[src/rtl/craft_pkg.sv]
// craft_pkg: shared constants for the CRAFT datapath.
// Holds nibble/state geometry, the state-register mode encodings and the
// PermuteNibbles table. Used by craft_state_register (whose optional
// permute mode is enabled by CRAFT_STATE_PERM_EN) and craft_permute_nibbles.
package craft_pkg;

    localparam int NIB_W   = 4;
    localparam int STATE_W = 64;
    localparam int NUM_NIB = 16;

    // Mode select as seen on {CS1, CS0}.
    typedef enum logic [1:0] {
        MODE_ROTATE   = 2'b00,
        MODE_LOAD     = 2'b01,
        MODE_PERMUTE  = 2'b10,
        MODE_SHIFT_IN = 2'b11
    } mode_t;

    // PermuteNibbles table P packed nibble-first: P[0] sits in bits [63:60].
    // new[i] = old[P[i]]; P is an involution.
    localparam logic [STATE_W-1:0] PERM_TABLE = 64'hFCDE_A98B_6547_1230;

    // Source nibble index for destination nibble i.
    function automatic int perm_idx(input int i);
        logic [STATE_W-1:0] tbl;
        tbl = PERM_TABLE;
        return int'(tbl[STATE_W-1-NIB_W*i -: NIB_W]);
    endfunction

endpackage

[src/rtl/craft_state_register_if.sv]
// craft_state_register_if: controller <-> state register bundle.
// There is no valid/ready pair here: the controller asserts ce for every
// cycle it wants an update and the register acts on that edge
// unconditionally (always ready, one-cycle latency); ce=0 is a hold.
interface craft_state_register_if;
    import craft_pkg::*;

    logic                 ce;
    logic [STATE_W-1:0]   plaintext;
    logic [NIB_W-1:0]     in;
    logic                 CS0;
    logic                 CS1;
    logic [NIB_W-1:0]     out;
    // Full register contents, exposed for observation and checking.
    logic [STATE_W-1:0]   state;

    modport master (
        output ce, plaintext, in, CS0, CS1,
        input  out, state
    );

    modport slave (
        input  ce, plaintext, in, CS0, CS1,
        output out, state
    );

endinterface

[src/rtl/craft_permute_nibbles.sv]
// craft_permute_nibbles: combinational CRAFT PermuteNibbles on a 64-bit
// state, new[i] = old[P[i]]. Pure wiring; reusable by key-schedule and
// decryption paths.
module craft_permute_nibbles
    import craft_pkg::*;
(
    input  logic [STATE_W-1:0] din,
    output logic [STATE_W-1:0] dout
);

    for (genvar i = 0; i < NUM_NIB; i++) begin : g_nib
        localparam int SRC = perm_idx(i);
        // Route source nibble P[i] to destination nibble i.
        assign dout[STATE_W-1-NIB_W*i -: NIB_W] = din[STATE_W-1-NIB_W*SRC -: NIB_W];
    end

endmodule

[src/rtl/craft_state_register.sv]
// craft_state_register: nibble-serial 64-bit CRAFT state register.
// Modes on {CS1,CS0} when ce=1: rotate, parallel load, shift-in, and
// (only with CRAFT_STATE_PERM_EN defined) single-cycle PermuteNibbles.
// Without the macro, mode 10 holds and no permutation logic exists.
// out is nibble 0 taken straight from the register.
module craft_state_register
    import craft_pkg::*;
(
    input  logic clk,
    input  logic rst_n,
    craft_state_register_if.slave bus
);

    logic [STATE_W-1:0] state_q;
    logic [STATE_W-1:0] state_d;
    mode_t              mode;

    assign mode = mode_t'({bus.CS1, bus.CS0});

`ifdef CRAFT_STATE_PERM_EN
    logic [STATE_W-1:0] perm_out;

    craft_permute_nibbles u_perm (
        .din  (state_q),
        .dout (perm_out)
    );
`endif

    // Next-state selection; ce=0 or an unsupported mode holds.
    always_comb begin
        state_d = state_q;
        if (bus.ce) begin
            case (mode)
                MODE_ROTATE:   state_d = {state_q[STATE_W-NIB_W-1:0], state_q[STATE_W-1 -: NIB_W]};
                MODE_LOAD:     state_d = bus.plaintext;
                MODE_SHIFT_IN: state_d = {state_q[STATE_W-NIB_W-1:0], bus.in};
`ifdef CRAFT_STATE_PERM_EN
                MODE_PERMUTE:  state_d = perm_out;
`else
                MODE_PERMUTE:  state_d = state_q;
`endif
                default:       state_d = state_q;
            endcase
        end
    end

    // State register with asynchronous clear.
    always_ff @(posedge clk or negedge rst_n) begin
        if (!rst_n) begin
            state_q <= '0;
        end else begin
            state_q <= state_d;
        end
    end

    assign bus.out   = state_q[STATE_W-1 -: NIB_W];
    assign bus.state = state_q;

endmodule

[src/flat_wrapper.sv]
// flat-port wrapper written by rule: the top's interface ports become plain ports
module craft_state_register_flat import craft_pkg::*;
  (clk, rst_n, bus_ce, bus_plaintext, bus_in, bus_CS0, bus_CS1, bus_out, bus_state);
  craft_state_register_if bus_i ();
  input  logic clk;
  input  logic rst_n;
  input wire logic [$bits(bus_i.ce)-1:0] bus_ce;
  input wire logic [$bits(bus_i.plaintext)-1:0] bus_plaintext;
  input wire logic [$bits(bus_i.in)-1:0] bus_in;
  input wire logic [$bits(bus_i.CS0)-1:0] bus_CS0;
  input wire logic [$bits(bus_i.CS1)-1:0] bus_CS1;
  output wire logic [$bits(bus_i.out)-1:0] bus_out;
  output wire logic [$bits(bus_i.state)-1:0] bus_state;
  assign bus_i.ce = bus_ce;
  assign bus_i.plaintext = bus_plaintext;
  assign bus_i.in = bus_in;
  assign bus_i.CS0 = bus_CS0;
  assign bus_i.CS1 = bus_CS1;
  assign bus_out = bus_i.out;
  assign bus_state = bus_i.state;
  craft_state_register u_core (.clk(clk), .rst_n(rst_n), .bus(bus_i));
endmodule
[config.mk]
export PLATFORM = sky130hd
export DESIGN_NAME = craft_state_register_flat
export DESIGN_NICKNAME = d
export VERILOG_FILES = /design/src/rtl/craft_pkg.sv /design/src/rtl/craft_state_register_if.sv /design/src/rtl/craft_permute_nibbles.sv /design/src/rtl/craft_state_register.sv /design/src/flat_wrapper.sv
export SDC_FILE = /design/constraint.sdc
export NUM_CORES = 1
export LEC_CHECK = 0
export ABC_CLOCK_PERIOD_IN_PS = 1800
export BUFFER_PORTS_ARGS = -buffer_cell sky130_fd_sc_hd__buf_2
export CAP_MARGIN = 20
export CORE_ASPECT_RATIO = 0.5
export CORE_UTILIZATION = 54
export CTS_CLUSTER_SIZE = 10
export DETAILED_ROUTE_END_ITERATION = 8
export GPL_TIMING_DRIVEN = 0
export HOLD_SLACK_MARGIN = 0.15
export PLACE_DENSITY = 0.84
export SYNTH_ARGS = -nofsm -noshare
export SYNTH_HDL_FRONTEND = slang
export SYNTH_HIERARCHICAL = 1
export SYNTH_SLANG_ARGS = --single-unit
[constraint.sdc]
create_clock -name clk -period 1.8 [get_ports clk]
set_input_delay 0.27 -clock clk [delete_from_list [all_inputs] [get_ports clk]]
set_output_delay 0.27 -clock clk [all_outputs]
set_load 0.01 [all_outputs]
==> qor.txt <==
========================================================================================
Number of setup buffers added after CTS ...................................            0
Minimum clock period ......................................................      1.33 ns
Iteration-0 DRC count of the detailed router ..............................           78
Multiplexer fraction of the synthesized cell area .........................        49.4%
Share of the synthesized area in compound gates (AO/OA/AOI/OAI) ...........        1.47%
Antenna violations before repair ..........................................            0
DR vias ...................................................................         2396
Setup slack after layout ..................................................     0.472 ns
Worst Setup Slack post-DPL ................................................     0.168 ns
Worst-margin pin slew .....................................................     0.521 ns
Routed len/inst ...........................................................      16.6 um
Fraction of final layout cells sized beyond drive strength 1 ..............        77.8%
Final cell count without fillers ..........................................          475
Number of slew-limit violations in the final report .......................            0
Final net count ...........................................................          451
H-tree levels .............................................................            3
Maximum net fanout on the critical path ...................................           10
Dominant combinational cell family by area after synthesis ................ multiplexers
Final setup vio count .....................................................            0
Cell with the largest stage delay on the worst path ....................... sky130_fd_sc_hd__a21boi_2
CTS buffer count ..........................................................            9
Cell area after technology mapping ........................................  0.00382 mm2
Critical Path Source Type ................................................. primary input
Area of the core ..........................................................  0.00675 mm2
Mean post-synth cell area .................................................     16.8 um2
Worst voltage drop across the vdd grid ....................................       736 uV
Number of buffers and inverters on the critical path ......................            3
Type of the worst setup path ..............................................    in -> reg
Placed Cells ..............................................................          458
Count of cell types in the netlist ........................................           15
Area share of fa/ha/maj cells after synthesis .............................           0%
Starting density of the core ..............................................        56.6%
Die span in x .............................................................       121 um
Static power due to leakage ...............................................      2.57 nW
Cell depth of the worst flop-to-flop path .................................            2
Number of sinks handled by clock tree synthesis ...........................           64
Overall die area ..........................................................  0.00744 mm2
Number of detailed-routing iterations run before antenna repair ...........            4
Xor/xnor cell area share of the yosys netlist .............................           0%
Vias per Instance .........................................................         5.04
Top delay family on crit path ............................................. buffers and inverters
Portion of the clock cycle consumed by the worst path in the final layout .        73.8%
Routability congestion estimate ...........................................        0.804
WP depth ..................................................................            5
Highest achievable clock rate .............................................    0.753 GHz
Dpl hpwl ..................................................................      5750 um
Clock tree from TritonCTS .................................................         done
Port bufs .................................................................          138
Max FFs per register ......................................................           64
Global-route wire length before repair ....................................     12300 um
Post-route DRC violation count ............................................            0
Number of warning messages in the yosys log ...............................            6
Filler Cells Inserted .....................................................          441
Area growth from synthesis to final layout ................................        28.8%
Run status ................................................................ finished clean
Via count of the first global-routing pass ................................         2412
Buffer cell driving the clock tree root ................................... sky130_fd_sc_hd__clkbuf_16
Worst Hold Depth ..........................................................            3
Crit-path cells ........................................................... buf_2 -> inv_1 -> a21boi_2 -> buf_4 -> mux2_4
Worst slew margin relative to its limit ...................................        65.3%
Deepest clock path buffer count ...........................................            2
Number of routed nets with antenna violations .............................            0
Hold violation total from the final report ................................            0
Worst Hold Class ..........................................................    in -> reg
Number of top-level pins ..................................................          141
Instance count of the mapped netlist ......................................          227
Overflow left after global routing ........................................            0
Data required time at the worst endpoint ..................................      1.99 ns
Simple-gate share of the synthesized area .................................        1.11%
P per Cell Area ...........................................................  1420 mW/mm2
Total Wirelength ..........................................................      7870 um
Largest net degree at the start of global routing .........................           43
Worst setup EP type .......................................................    flip-flop
Count of inserted antenna diode cells .....................................            0
Seq cells post-synth ......................................................           64
Clock transition at the registers of the reported paths ...................      0.05 ns
Worst EP arrival ..........................................................      1.52 ns
Clock insertion delay at the later pin of the skew report .................      0.32 ns
Register area .............................................................  0.00160 mm2
Height of the die .........................................................      61.5 um
Max-cap viol count ........................................................            0
Post_cts resized ..........................................................            0
# rows ....................................................................           21
Final hold slack ..........................................................     0.311 ns
CP peak stage delay .......................................................      0.38 ns
Total routing usage reported by global routing ............................        21.7%
Share of synthesized area occupied by flip-flops and latches ..............        41.9%
Setup repair after global routing missed its margin .......................        false
Footprint of the multi-input gates ........................................  0.00199 mm2
Maximum clock skew at final layout ........................................   0.00493 ns
Post-route setup TNS ......................................................         0 ns
Synthesized netlist net count .............................................          300
========================================================================================
[final timing paths]
check / startpoint / endpoint / slack (ns)
max: bus_CS0 / u_core/bus.state[16] / 0.47
min: bus_plaintext[26] / u_core/bus.state[26] / 0.31
max reg2reg: u_core/bus.state[47] / u_core/bus.state[51] / 0.73
min reg2reg: u_core/bus.state[13] / u_core/bus.state[13] / 0.54
max in group asynchronous: rst_n / u_core/bus.state[10] / 0.72
min in group asynchronous: rst_n / u_core/bus.state[27] / 0.47
[where the power goes]
part / switching [mW] / total, mW / internal [mW]
clock: 0.556 / 1.51 / 0.958
combinational: 1.02 / 2.92 / 1.90
sequential: 0.533 / 2.54 / 2.01
[placed cells by master, fill, tap and decap left out, types with 2 or more instances in the layout]
cell                        count
sky130_fd_sc_hd__mux2_2         4
sky130_fd_sc_hd__a21oi_1        4
sky130_fd_sc_hd__mux2_4       120
sky130_fd_sc_hd__dfrtp_1       64
sky130_fd_sc_hd__clkinv_2       4
sky130_fd_sc_hd__mux2i_1        4
sky130_fd_sc_hd__nand2b_1       4
sky130_fd_sc_hd__o22ai_1        4
sky130_fd_sc_hd__buf_4         10
sky130_fd_sc_hd__buf_2        139
sky130_fd_sc_hd__clkbuf_16      9
sky130_fd_sc_hd__buf_12         8
sky130_fd_sc_hd__clkbuf_1       2
[worst min-delay path: stages]
cell and delay, ns:
sky130_fd_sc_hd__buf_2 0.08, sky130_fd_sc_hd__mux2_4 0.12, sky130_fd_sc_hd__mux2_4 0.12
[per-stage QoR]
stage,power (mW),util [%],area (um2)
after floorplan,4.44,-,3820
after global placement,5.35,68.5,4630
after detailed placement,5.46,68.8,4650
after CTS,7.05,72.9,4920
after global routing,7.37,72.9,4920
final,6.97,72.9,4920
[synth_stat cells]
cell	count	area, um2
sky130_fd_sc_hd__mux2_4	120	1800
sky130_fd_sc_hd__dfrtp_1	64	1600
sky130_fd_sc_hd__buf_4	10	75.1
sky130_fd_sc_hd__buf_12	7	140
sky130_fd_sc_hd__a21oi_1	4	20.0
sky130_fd_sc_hd__mux2_2	4	45.0
sky130_fd_sc_hd__mux2i_1	4	40.0
sky130_fd_sc_hd__nand2b_1	4	25.0
sky130_fd_sc_hd__o22ai_1	4	25.0
sky130_fd_sc_hd__a21boi_2	1	11.3
sky130_fd_sc_hd__buf_2	1	5.00
sky130_fd_sc_hd__buf_6	1	11.3
sky130_fd_sc_hd__inv_1	1	3.75
sky130_fd_sc_hd__nand2_1	1	3.75
sky130_fd_sc_hd__nor2b_4	1	13.8
[cell families after synthesis]
family / Yosys count
AND/OR/NAND/NOR: 6
buffers and inverters: 20
multiplexers: 128
flip-flops: 64
AO/OA/AOI/OAI: 9
[final cells by class]
type | instances | share of cell area [%]
clock inverters | 4 | 0.407
clock buffers | 12 | 5.01
multi-input cells | 143 | 40.3
well taps | 92 | 2.34
repair buffers | 140 | 14.6
inverters | 1 | 0.0762
plain buffers | 19 | 4.70
flip-flops and latches | 64 | 32.5
[per-layer routing]
metal / wire, um / global-route usage (%) / vias up
met5: 0 / 0 / -
met4: 38 / 4.23 / 0
met3: 287 / 5.19 / 6
met2: 4020 / 38.4 / 62
met1: 3520 / 28.0 / 1210
li1: - / - / 1118
[what timing repair did]
| item | in CTS | in global routing |
|---|---|---|
| hold buffers | 1 | 0 |
| setup endpoints to repair | 0 | 0 |
| endpoints found under the hold margin | 22 | 0 |
Note: power is estimated with default switching activity, not from simulation.
